$ cat src/rtl/seg595_pkg.sv
// Shared definitions for the 74HC595 display serialiser: frame geometry,
// controller state encoding and active-low seven-segment patterns.
// Imported by seg595_clk_div and seg_595_ctrl.
package seg595_pkg;

   localparam int SEL_W   = 6;
   localparam int SEG_W   = 8;
   localparam int FRAME_W = SEG_W + SEL_W;   // 14, fixed by the board wiring

   typedef enum logic [1:0] {
      IDLE  = 2'd0,
      SHIFT = 2'd1,
      LATCH = 2'd2
   } state_t;

   // Segments are active-low: a 1 turns the segment off.
   localparam logic [SEG_W-1:0] SEG_BLANK = 8'hff;

   function automatic logic [SEG_W-1:0] seg_digit(input logic [3:0] d);
      logic [SEG_W-1:0] pat;
      case (d)
         4'd0:    pat = 8'hc0;
         4'd1:    pat = 8'hf9;
         4'd2:    pat = 8'ha4;
         4'd3:    pat = 8'hb0;
         4'd4:    pat = 8'h99;
         4'd5:    pat = 8'h92;
         4'd6:    pat = 8'h82;
         4'd7:    pat = 8'hf8;
         4'd8:    pat = 8'h80;
         4'd9:    pat = 8'h90;
         default: pat = SEG_BLANK;
      endcase
      return pat;
   endfunction

endpackage

$ cat src/rtl/seg595_clk_div.sv
// Shift-clock divider: splits each bit into a low and a high shcp phase of CLK_DIV/2 cycles.
// Latency: strobes are combinational from the phase counter; counter restarts the cycle after run rises.
// Backpressure: none; counts freely while run is high, held at zero while run is low.
// Ports: clk, rst (sync, active-high), run (frame in flight),
//        shcp_hi (current cycle is in the high phase), shcp_rise_en (last low-phase cycle),
//        bit_end_en (last cycle of a bit).
module seg595_clk_div
   import seg595_pkg::*;
#(
   parameter int CLK_DIV = 4
) (
   input  logic clk,
   input  logic rst,
   input  logic run,
   output logic shcp_hi,
   output logic shcp_rise_en,
   output logic bit_end_en
);

   localparam int CW = $clog2(CLK_DIV);
   localparam logic [CW-1:0] LAST    = CW'(CLK_DIV - 1);
   localparam logic [CW-1:0] HALF    = CW'(CLK_DIV / 2);
   localparam logic [CW-1:0] HALF_M1 = CW'(CLK_DIV / 2 - 1);

   logic [CW-1:0] cnt;

   always_ff @(posedge clk) begin
      if (rst || !run) begin
         cnt <= '0;
      end else if (cnt == LAST) begin
         cnt <= '0;
      end else begin
         cnt <= cnt + 1'b1;
      end
   end

   assign shcp_hi      = run && (cnt >= HALF);
   assign shcp_rise_en = run && (cnt == HALF_M1);
   assign bit_end_en   = run && (cnt == LAST);

endmodule

$ cat src/rtl/seg_595_ctrl.sv
// Serialises {seg, sel} MSB-first into two cascaded 74HC595s, then pulses the storage clock.
// Latency: every pin is registered one cycle behind the FSM; frame period 1 + 14*CLK_DIV + CLK_DIV/2.
// Backpressure: none; inputs are snapshotted in IDLE and ignored until the next IDLE.
// Ports: sys_clk, sys_rst (sync, active-high), sel[5:0], seg[7:0] (active-low segments),
//        ds/shcp/stcp/oe (595 pins, oe active-low), busy, frame_done (one-cycle pulse).
// Build option: SEG595_CHANGE_ONLY_EN holds IDLE until {seg, sel} differs from the last frame sent.
module seg_595_ctrl
   import seg595_pkg::*;
#(
   parameter int CLK_DIV = 4
) (
   input  logic             sys_clk,
   input  logic             sys_rst,
   input  logic [SEL_W-1:0] sel,
   input  logic [SEG_W-1:0] seg,
   output logic             ds,
   output logic             shcp,
   output logic             stcp,
   output logic             oe,
   output logic             busy,
   output logic             frame_done
);

   localparam logic [3:0] LAST_BIT = 4'(FRAME_W - 1);

   state_t             state, state_n;
   logic [FRAME_W-1:0] shreg, shreg_n;
   logic [3:0]         bit_cnt, bit_cnt_n;
   logic               start;
   logic               shcp_hi, shcp_rise_en, bit_end_en;
   logic               ds_d, shcp_d, stcp_d, busy_d, done_d;

   seg595_clk_div #(.CLK_DIV(CLK_DIV)) u_div (
      .clk          (sys_clk),
      .rst          (sys_rst),
      .run          (state != IDLE),
      .shcp_hi      (shcp_hi),
      .shcp_rise_en (shcp_rise_en),
      .bit_end_en   (bit_end_en)
   );

`ifdef SEG595_CHANGE_ONLY_EN
   logic [FRAME_W-1:0] last_frame;
   logic               have_last;

   // Record each snapshot as it is taken; a reset forgets it so the first
   // frame afterwards always goes out.
   always_ff @(posedge sys_clk) begin
      if (sys_rst) begin
         have_last  <= 1'b0;
         last_frame <= '0;
      end else if (state == IDLE && start) begin
         have_last  <= 1'b1;
         last_frame <= {seg, sel};
      end
   end

   assign start = !have_last || ({seg, sel} != last_frame);
`else
   assign start = 1'b1;
`endif

   always_comb begin
      state_n   = state;
      shreg_n   = shreg;
      bit_cnt_n = bit_cnt;
      ds_d      = 1'b0;
      shcp_d    = 1'b0;
      stcp_d    = 1'b0;
      busy_d    = 1'b0;
      done_d    = 1'b0;
      case (state)
         IDLE: begin
            bit_cnt_n = '0;
            if (start) begin
               shreg_n = {seg, sel};
               state_n = SHIFT;
            end
         end
         SHIFT: begin
            busy_d = 1'b1;
            ds_d   = shreg[FRAME_W-1];
            shcp_d = shcp_hi;
            if (bit_end_en) begin
               shreg_n = {shreg[FRAME_W-2:0], 1'b0};
               if (bit_cnt == LAST_BIT) begin
                  state_n = LATCH;
               end else begin
                  bit_cnt_n = bit_cnt + 4'd1;
               end
            end
         end
         LATCH: begin
            busy_d = 1'b1;
            stcp_d = 1'b1;
            ds_d   = ds;   // hold the last data bit through the latch pulse
            // The divider restarts at the LATCH entry, so its half-period
            // strobe marks the last of the CLK_DIV/2 latch cycles.
            if (shcp_rise_en) begin
               done_d  = 1'b1;
               state_n = IDLE;
            end
         end
         default: state_n = IDLE;
      endcase
   end

   always_ff @(posedge sys_clk) begin
      if (sys_rst) begin
         state      <= IDLE;
         shreg      <= '0;
         bit_cnt    <= '0;
         ds         <= 1'b0;
         shcp       <= 1'b0;
         stcp       <= 1'b0;
         oe         <= 1'b1;
         busy       <= 1'b0;
         frame_done <= 1'b0;
      end else begin
         state      <= state_n;
         shreg      <= shreg_n;
         bit_cnt    <= bit_cnt_n;
         ds         <= ds_d;
         shcp       <= shcp_d;
         stcp       <= stcp_d;
         busy       <= busy_d;
         frame_done <= done_d;
         // Outputs stay blanked until a complete frame has been latched.
         oe         <= oe & ~done_d;
      end
   end

endmodule

$ cat config.mk
export PLATFORM = sky130hd
export DESIGN_NAME = seg_595_ctrl
export DESIGN_NICKNAME = d
export VERILOG_FILES = /design/src/rtl/seg595_pkg.sv /design/src/rtl/seg595_clk_div.sv /design/src/rtl/seg_595_ctrl.sv
export SDC_FILE = /design/constraint.sdc
export NUM_CORES = 1
export LEC_CHECK = 0
export CAP_MARGIN = 10
export CORE_MARGIN = 4
export CORE_UTILIZATION = 40
export DETAILED_ROUTE_END_ITERATION = 10
export PLACE_DENSITY = 0.61
export REMOVE_ABC_BUFFERS = 1
export SLEW_MARGIN = 10
export SYNTH_ARGS = -nofsm -noshare
export SYNTH_HDL_FRONTEND = slang
export SYNTH_SLANG_ARGS = --single-unit
$ cat constraint.sdc
create_clock -name sys_clk -period 3.4 [get_ports sys_clk]
set_input_delay 0.34 -clock sys_clk [delete_from_list [all_inputs] [get_ports sys_clk]]
set_output_delay 0.34 -clock sys_clk [all_outputs]
set_load 0.01 [all_outputs]
==> impl_metrics.csv, run 1 <==
group,metric,value,unit
power,leakage,0.000610,uW
min_path,hold_end,"oe$_SDFF_PP1_",
power,power.switching_fraction,37.3,%
yosys,syn_inst,138,
layout,num-nets-final,183,
yosys,yosysUniqueCellTypes,27,
critical_path,slowest_stage,"mux2i_4",
timing,hold_viol_final,0,
floorplanning,dieArea,4340,um2
layout,fill_cells,306,
timing,fin_skew,0.000788,ns
drt,drt_iter0_drc,27,
critical_path,startpoint,"state[1]$_SDFFE_PP0P_",
yosys,synth_edf_count,0,
place,place_area,1570,um2
min_path,holdPathStages,1,
yosys,synth.most_common_cell,"dfxtp_1",
yosys,synthArstFlopShare,0,%
critical_path,slowest_delay,0.60,ns
timing,slew_viol_final,0,
timing,fin_crit,1.99,ns
timing,min_period_over_period,58.5,%
timing,hold_ws,0.487,ns
grt,grt.overflow.total,0,
critical_path,cp.arrival,2.17,ns
clocking,cts.path.max_buffers,2,
timing,rsz0062_at_grt,"false",
job,maxCapViolations,0,
clocking,root_buffer,"clkbuf_4",
critical_path,reg2regPathDepth,6,
place,gp_congestion,0.710,
min_path,hold_class,"reg -> reg",
timing,finalSetupViolCount,0,
yosys,ys_ff_latch,28,
clocking,htreeDepth,1,
grt,grtUsageTotal,12.1,%
layout,synthToLayoutAreaGrowth,19.0,%
power,seq_power_share,42.2,%
power,power_frac_comb,46.8,%
clocking,insertion_delay,0.31,ns
floorplanning,core_area,3130,um2
critical_path,r2r_slack,1.41,ns
yosys,synthesis.area,1340,um2
critical_path,cp_cell_sequence,"inv_1 -> ha_1 -> nand2_1 -> mux2i_4 -> mux2i_1 -> nor2_1",
power,power,1190,uW
yosys,synth_area_leaders,"dfxtp_1, mux2i_1, ha_1, a211oi_1, nor2_1",
power,p_clk_share,11.0,%
yosys,ys_seq_area_share,41.8,%
grt,antenna_found_initial,0,
yosys,synth.avg_cell_area,9.71,um2
yosys,yosysTopAreaCell,"dfxtp_1",
place,dpl.hpwl,1700,um
floorplanning,start_util,42.8,%
timing,worst_pin_slew,0.985,ns
layout,antennaDiodeCount,0,
power,ir_worst_vdd,0.303,mV
clocking,cts.sink_count,28,
timing,worst_slack,1.41,ns
yosys,synth_top_area_share,41.8,%
critical_path,r2r_start,"state[1]$_SDFFE_PP0P_",
timing,tns,0,ns
critical_path,path_class,"reg -> reg",
drt,viasPerCell,4.85,
grt,grt_first_pass_wirelength,4110,um
power,intPower,748,uW
drt,finalWirelength,2300,um
critical_path,cp-end-kind,"flop",
clocking,cts_resized,0,
place,io_buffer_count,21,
run_status,status,"completed",
clocking,hold_buffers,0,
drt,dr_total_vias,965,
clocking,cts_made_buffers,3,
grt,grt_max_degree,28,
yosys,ys_warn_count,0,
critical_path,crit_path_max_fanout,27,
critical_path,cp_data_required_time,3.58,ns
clocking,cts.clk_slew.worst_paths,0.14,ns
grt,grt_pass1_vias,944,
floorplanning,ios,22,
clocking,post_cts_buffers,0,
floorplanning,die_h,65.9,um
power,p_sw,445,uW
timing,maxSlewHeadroom,34.1,%
critical_path,startpoint_type,"flop",
layout,drive_above_1_share,3.87,%
timing,fmax,503,MHz
yosys,synth_common_cells,"dfxtp_1, nor2_1, mux2i_1, a211oi_1, ha_1",
floorplanning,die-width,65.9,um
place,dp_worst_setup_slack,1.39,ns
drt,drt_first_pass_iters,4,
drt,drt-wirelength-per-cell,11.6,um
min_path,min_from,"oe$_SDFF_PP1_",
drt,drc,0,
critical_path,reg2reg_to,"shreg[0]$_SDFFE_PP0P_",
floorplanning,num_rows,20,
clocking,cts_tree,"yes",
power,cellPowerDensity,748,nW/um2
yosys,synth_ff_type,"dfxtp_1",
drt,detail-route-antenna-nets,0,
layout,finalInstanceArea,1590,um2
==> worst max path at each step <==
stage / end / slack, ns
floorplan: state[1]$_SDFFE_PP0P_ / 1.58
global placement: bit_cnt[2]$_SDFFE_PP0P_ / 1.45
detailed placement: shreg[0]$_SDFFE_PP0P_ / 1.39
CTS: shreg[0]$_SDFFE_PP0P_ / 1.39
global route: shreg[0]$_SDFFE_PP0P_ / 1.18
finish: shreg[0]$_SDFFE_PP0P_ / 1.41
==> critical path: cells and delay by family, from the launching register on <==
kind                       cells  cell delay, ns
adders and majority gates      1            0.34
buffers and inverters          1            0.11
DFF                            1            0.35
muxes                          2            0.86
and+or+nand+nor                2            0.19
==> layer usage <==
metal	vias to the layer above	wire length, um	track usage, %
met3	2	103	3.06
li1	522	-	-
met1	421	1160	15.0
met4	0	19	4.66
met2	20	1020	19.9
met5	-	0	0
==> power groups by stage <==
| stage | combinational (uW) | clock (uW) | sequential (uW) |
|---|---|---|---|
| floorplan | 438 | 0 | 501 |
| detailed placement | 568 | 0 | 513 |
| finish | 558 | 131 | 504 |
| CTS | 569 | 144 | 505 |
| global route | 634 | 158 | 523 |
| global placement | 552 | 0 | 507 |
==> state kept, by name (all words and copies together), names as in the netlist, 2 cells and up <==
name and cells:
state 2, shreg 14, u_div.cnt 2, bit_cnt 4
==> placed cells by master, fill, tap and decap left out, types with 2 or more instances in the layout <==
cell type	n
inv_1	7
mux2i_1	17
nand2_1	2
a21oi_1	5
nand3b_1	3
nand3_1	2
clkbuf_4	3
a21o_1	2
nor2_1	20
ha_1	10
nand2b_1	5
a211oi_1	13
dfxtp_1	28
nor4_1	2
clkdlybuf4s50_1	21
nor2b_1	4
==> area by class of cell <==
| class | instances | area, um2 | share of cell area, % |
|---|---|---|---|
| clock buffers | 3 | 22.5 | 1.41 |
| inverters | 7 | 26.3 | 1.65 |
| multi-input cells | 95 | 712 | 44.7 |
| flip-flops and latches | 28 | 561 | 35.2 |
| well taps | 44 | 55.1 | 3.45 |
| repair buffers | 22 | 218 | 13.7 |
==> through the flow <==
stage                     util, %  instances
after floorplan                 -        130
after global placement       50.2        196
after detailed placement     50.2        196
after CTS                    51.0        199
after global routing         51.0        199
final                        51.0        199
==> kinds of logic after synthesis <==
family                     count (synthesis)  share of synthesized area, %
muxes                                     18                          14.4
AOI/OAI and AO/OA                         25                          13.3
DFF                                       28                          41.8
adders and majority gates                 10                          9.34
and+or+nand+nor                           42                          16.2
buffers and inverters                     15                          5.04
No activity file was read; power rests on OpenSTA's default activity.
==> run 2, diff against run 1 <==
==> constraint.sdc (replaced) <==
create_clock -name sys_clk -period 2.04 [get_ports sys_clk]
set_input_delay 0.204 -clock sys_clk [delete_from_list [all_inputs] [get_ports sys_clk]]
set_output_delay 0.204 -clock sys_clk [all_outputs]
set_load 0.01 [all_outputs]
==> impl_metrics.csv, run 2 (synthesis results as in run 1) <==
group,metric,value,unit
drt,drt-wirelength-per-cell,11.8,um
timing,finalSetupViolCount,0,
drt,drt_first_pass_iters,4,
layout,fill_cells,314,
drt,finalWirelength,2430,um
layout,synthToLayoutAreaGrowth,25.0,%
critical_path,startpoint,"state[0]$_SDFFE_PP0P_",
clocking,cts.path.max_buffers,2,
grt,grt_pass1_vias,1024,
place,gp_congestion,0.753,
critical_path,startpoint_type,"flop",
layout,top_regs,"shreg (14), bit_cnt (4)",
clocking,cts.sink_count,28,
drt,detail-route-antenna-nets,0,
critical_path,cp_cell_sequence,"inv_1 -> ha_1 -> nand2b_4 -> a222oi_1 -> mux2i_1 -> nor2_1",
critical_path,crit_buf_inv,1,
timing,worst_pin_slew,0.567,ns
clocking,cts.clk_slew.worst_paths,0.16,ns
critical_path,reg2regPathDepth,6,
power,ir_worst_vdd,0.552,mV
timing,fin_skew,0.0169,ns
layout,layout.cells.non_filler,206,
critical_path,crit_family,"compound AO/OA/AOI/OAI gates",
floorplanning,die_h,65.9,um
layout,drive_above_1_share,8.64,%
critical_path,cp_data_required_time,2.29,ns
drt,drc,0,
clocking,htreeDepth,1,
critical_path,worst-path-stages,6,
layout,final_common_cell,"dfxtp_1",
critical_path,path_class,"reg -> reg",
power,cellPowerDensity,1330,nW/um2
place,dp_cells,202,
drt,drt_iter0_drc,32,
critical_path,cp-end-kind,"flop",
timing,min_period_over_period,90.8,%
timing,rsz0062_at_grt,"false",
floorplanning,core_area,3130,um2
clocking,cts_made_buffers,3,
grt,grt_first_pass_wirelength,4310,um
timing,tns,0,ns
critical_path,slowest_delay,0.57,ns
timing,fmax,540,MHz
clocking,insertion_delay,0.33,ns
timing,slew_viol_final,0,
floorplanning,start_util,42.8,%
floorplanning,die-width,65.9,um
timing,hold_viol_final,0,
critical_path,reg2reg_to,"state[0]$_SDFFE_PP0P_",
layout,final_cell_mix,"dfxtp_1, clkdlybuf4s50_1, nor2_1",
grt,antenna_found_initial,0,
power,leakage,0.000655,uW
clocking,root_buffer,"clkbuf_4",
place,dpl.hpwl,1810,um
run_status,status,"completed",
drt,viasPerCell,4.99,
floorplanning,dieArea,4340,um2
clocking,cts_tree,"yes",
clocking,post_cts_buffers,0,
grt,grt.overflow.total,0,
min_path,hold_class,"reg -> reg",
grt,grtUsageTotal,12.6,%
floorplanning,ios,22,
grt,grt_max_degree,27,
critical_path,r2r_start,"state[0]$_SDFFE_PP0P_",
layout,largest_register_ffs,14,
critical_path,slowest_stage,"a222oi_1",
critical_path,worstSetupEndpoint,"state[0]$_SDFFE_PP0P_",
floorplanning,num_rows,20,
layout,antennaDiodeCount,0,
drt,dr_total_vias,1027,
layout,num-nets-final,189,
timing,fin_crit,1.85,ns
timing,maxSlewHeadroom,62.2,%
place,io_buffer_count,21,
critical_path,crit_path_max_fanout,5,
job,maxCapViolations,0,
layout,post-route-util,53.6,%
critical_path,r2r_slack,0.19,ns
layout,regMostFlops,"shreg",
critical_path,cp.arrival,2.10,ns
run 2: cell count changes in the layout (fill, tap and decap cells not counted):
cell,previous run,this run
buf_4,1,7
a221oi_2,0,1
bufinv_16,0,1
a221oi_1,1,0
run 2: how the worst min path moves through the flow:
stage	cells after the start	start	slack (ns)	endpoint
floorplan	1	sys_rst	0.27	bit_cnt[0]$_SDFFE_PP0P_
global placement	1	oe$_SDFF_PP1_	0.44	oe$_SDFF_PP1_
detailed placement	1	oe$_SDFF_PP1_	0.44	oe$_SDFF_PP1_
CTS	3	seg[6]	0.48	shreg[12]$_SDFFE_PP0P_
global route	3	seg[2]	0.48	shreg[8]$_SDFFE_PP0P_
finish	1	oe$_SDFF_PP1_	0.47	oe$_SDFF_PP1_
run 2: report_power, final:
part | switching [uW] | total [uW] | internal (uW)
logic | 521 | 1020 | 501
registers | 104 | 837 | 734
clock network | 163 | 362 | 199
total | 788 | 2220 | 1430
run 2: per-stage QoR:
step	hold slack (ns)	power [uW]	area (um2)	setup WS (ns)
final	0.473	2220	1680	0.188
after global routing	0.480	2420	1680	0.0387
after CTS	0.479	2240	1670	0.187
after detailed placement	0.444	1870	1620	0.203
after global placement	0.436	1830	1620	0.318
after floorplan	0.273	1570	1300	0.223
run 2: cell type report:
type	count	area [um2]	area share, %
clock buffer	3	22.5	1.34
multi-input combinational	95	718	42.9
tap	44	55.1	3.29
inverter	7	26.3	1.57
timing repair buffer	28	263	15.7
sequential	28	561	33.5
clock inverter	1	30.0	1.79
run 2: per-layer routing:
metal  GRT usage [%]  part of all wire (%)  up-vias  wire length (um)
met4            4.66                  0.78        0                19
met5               0                     0        -                 0
met3            3.06                   4.0        2                96
met1            15.6                    48      477              1160
met2            20.9                    47       17              1150
li1                -                     -      531                 -
run 2: what timing repair did:
action	in CTS	in global routing
hold endpoints to repair	0	0
resized for setup	0	1
endpoints found under the setup margin	0	1
hold buffers	0	0
==> run 3, diff against run 2 <==
--- a/config.mk
+++ b/config.mk
@@ -6,7 +6,7 @@
 export NUM_CORES = 1
 export LEC_CHECK = 0
 export CAP_MARGIN = 10
-export CORE_MARGIN = 4
+export CORE_MARGIN = 10
 export CORE_UTILIZATION = 40
 export DETAILED_ROUTE_END_ITERATION = 10
 export PLACE_DENSITY = 0.61
==> impl_metrics.csv, run 3 (synthesis results as in run 1) <==
group,metric,value,unit
place,dp_worst_setup_slack,0.189,ns
drt,viasPerCell,5.12,
floorplanning,num_rows,20,
timing,slew_viol_final,0,
drt,dr_total_vias,1055,
clocking,htreeDepth,1,
floorplanning,die_h,77.9,um
drt,drc,0,
critical_path,cp.arrival,2.10,ns
critical_path,reg2regPathDepth,6,
power,power.switching_fraction,36.9,%
timing,fin_crit,1.87,ns
grt,grt_pass1_vias,1025,
layout,final_cell_mix,"dfxtp_1, clkdlybuf4s50_1, nor2_1",
critical_path,r2r_start,"state[0]$_SDFFE_PP0P_",
floorplanning,die-width,77.9,um
timing,tns,0,ns
critical_path,reg2reg_to,"state[0]$_SDFFE_PP0P_",
layout,antennaDiodeCount,0,
min_path,hold_class,"reg -> reg",
layout,synthToLayoutAreaGrowth,23.3,%
layout,regMostFlops,"shreg",
run_status,status,"completed",
power,power_frac_comb,47.7,%
power,ir_worst_vdd,0.521,mV
place,io_buffer_count,21,
timing,maxSlewHeadroom,58.5,%
layout,top_regs,"shreg (14), bit_cnt (4)",
clocking,cts_tree,"yes",
clocking,insertion_delay,0.33,ns
power,cellPowerDensity,1290,nW/um2
floorplanning,core_area,3130,um2
drt,finalWirelength,2550,um
timing,worst_slack,0.174,ns
drt,drt-wirelength-per-cell,12.4,um
drt,drt_first_pass_iters,4,
clocking,hold_buffers,0,
floorplanning,start_util,42.8,%
timing,min_period_over_period,91.5,%
drt,detail-route-antenna-nets,0,
grt,grt_max_degree,27,
min_path,min_from,"oe$_SDFF_PP1_",
timing,hold_viol_final,0,
job,maxCapViolations,0,
floorplanning,dieArea,6070,um2
critical_path,crit_path_max_fanout,5,
layout,final_common_cell,"dfxtp_1",
layout,drive_above_1_share,8.02,%
clocking,post_cts_buffers,0,
clocking,cts_made_buffers,3,
critical_path,startpoint_type,"flop",
clocking,cts.sink_count,28,
grt,grtUsageTotal,8.38,%
floorplanning,ios,22,
timing,fin_skew,0.00612,ns
min_path,hold_end,"oe$_SDFF_PP1_",
critical_path,path_class,"reg -> reg",
layout,largest_register_ffs,14,
clocking,cts.clk_slew.worst_paths,0.15,ns
place,gp_congestion,0.736,
place,dpl.hpwl,1930,um
power,p_sw,785,uW
power,p_clk_share,12.8,%
critical_path,cp-end-kind,"flop",
clocking,root_buffer,"clkbuf_4",
grt,grt_first_pass_wirelength,4310,um
timing,fmax,536,MHz
timing,worst_pin_slew,0.622,ns
critical_path,r2r_slack,0.17,ns
critical_path,cp_data_required_time,2.27,ns
power,seq_power_share,39.5,%
power,intPower,1340,uW
grt,grt.overflow.total,0,
timing,rsz0062_at_grt,"false",
timing,finalSetupViolCount,0,
clocking,cts_resized,0,
grt,antenna_found_initial,0,
layout,num-nets-final,189,
drt,drt_iter0_drc,58,
power,leakage,0.000646,uW
min_path,holdPathStages,1,
clocking,cts.path.max_buffers,2,
[run 3: cell count changes in the layout (fill, tap and decap cells not counted)]
| cell | change |
|---|---|
| clkbuf_8 | +1 |
| a221oi_1 | +1 |
| bufinv_16 | -1 |
| a221oi_2 | -1 |
[run 3: layer usage]
layer	global-route usage [%]	wire length [um]	vias up	part of all wire, %
li1	-	-	535	-
met1	9.50	1190	486	47
met2	14.1	1180	29	46
met3	2.53	134	5	5.3
met4	3.83	44	0	1.7
met5	0	0	-	0
[run 3: power by group through the flow]
stage / Combinational (uW) / Sequential [uW] / Clock, uW
final: 1010 / 840 / 272
after global routing: 1120 / 863 / 305
after CTS: 1030 / 840 / 284
after detailed placement: 1020 / 854 / 0
after global placement: 982 / 841 / 0
after floorplan: 730 / 835 / 0
[run 3: area by class of cell]
| type | count | area, um2 |
|---|---|---|
| multi-input cells | 95 | 712 |
| flip-flops and latches | 28 | 561 |
| well taps | 44 | 55.1 |
| inverters | 7 | 26.3 |
| clock buffers | 4 | 36.3 |
| fillers | 310 | 1480 |
| repair buffers | 28 | 263 |
[run 3: critical path, stage by stage (launching register included)]
cell and delay [ns]:
dfxtp_1 0.41, inv_1 0.09, ha_1 0.22, nand2b_4 0.16, a222oi_1 0.56, mux2i_1 0.26, nor2_1 0.05
[run 3: per-stage QoR]
step / cells / hold WS (ns) / cell area [um2] / utilization (%) / power, uW
detailed placement: 202 / 0.440 / 1620 / 51.7 / 1870
global route: 206 / 0.490 / 1650 / 52.8 / 2290
CTS: 206 / 0.474 / 1650 / 52.8 / 2150
global placement: 202 / 0.437 / 1620 / 51.7 / 1820
finish: 206 / 0.468 / 1650 / 52.8 / 2130
floorplan: 130 / 0.273 / 1300 / - / 1570
[run 3: worst max-delay path by stage]
stage                         endpoint  cells past startpoint                  start
2_1_floorplan    state[1]$_SDFFE_PP0P_                      5  state[1]$_SDFFE_PP0P_
3_3_place_gp     state[1]$_SDFFE_PP0P_                      6  state[0]$_SDFFE_PP0P_
3_5_place_dp     state[1]$_SDFFE_PP0P_                      6  state[0]$_SDFFE_PP0P_
4_1_cts          state[0]$_SDFFE_PP0P_                      6  state[0]$_SDFFE_PP0P_
5_1_grt        bit_cnt[1]$_SDFFE_PP0P_                      6  state[0]$_SDFFE_PP0P_
6_report         state[0]$_SDFFE_PP0P_                      6  state[0]$_SDFFE_PP0P_
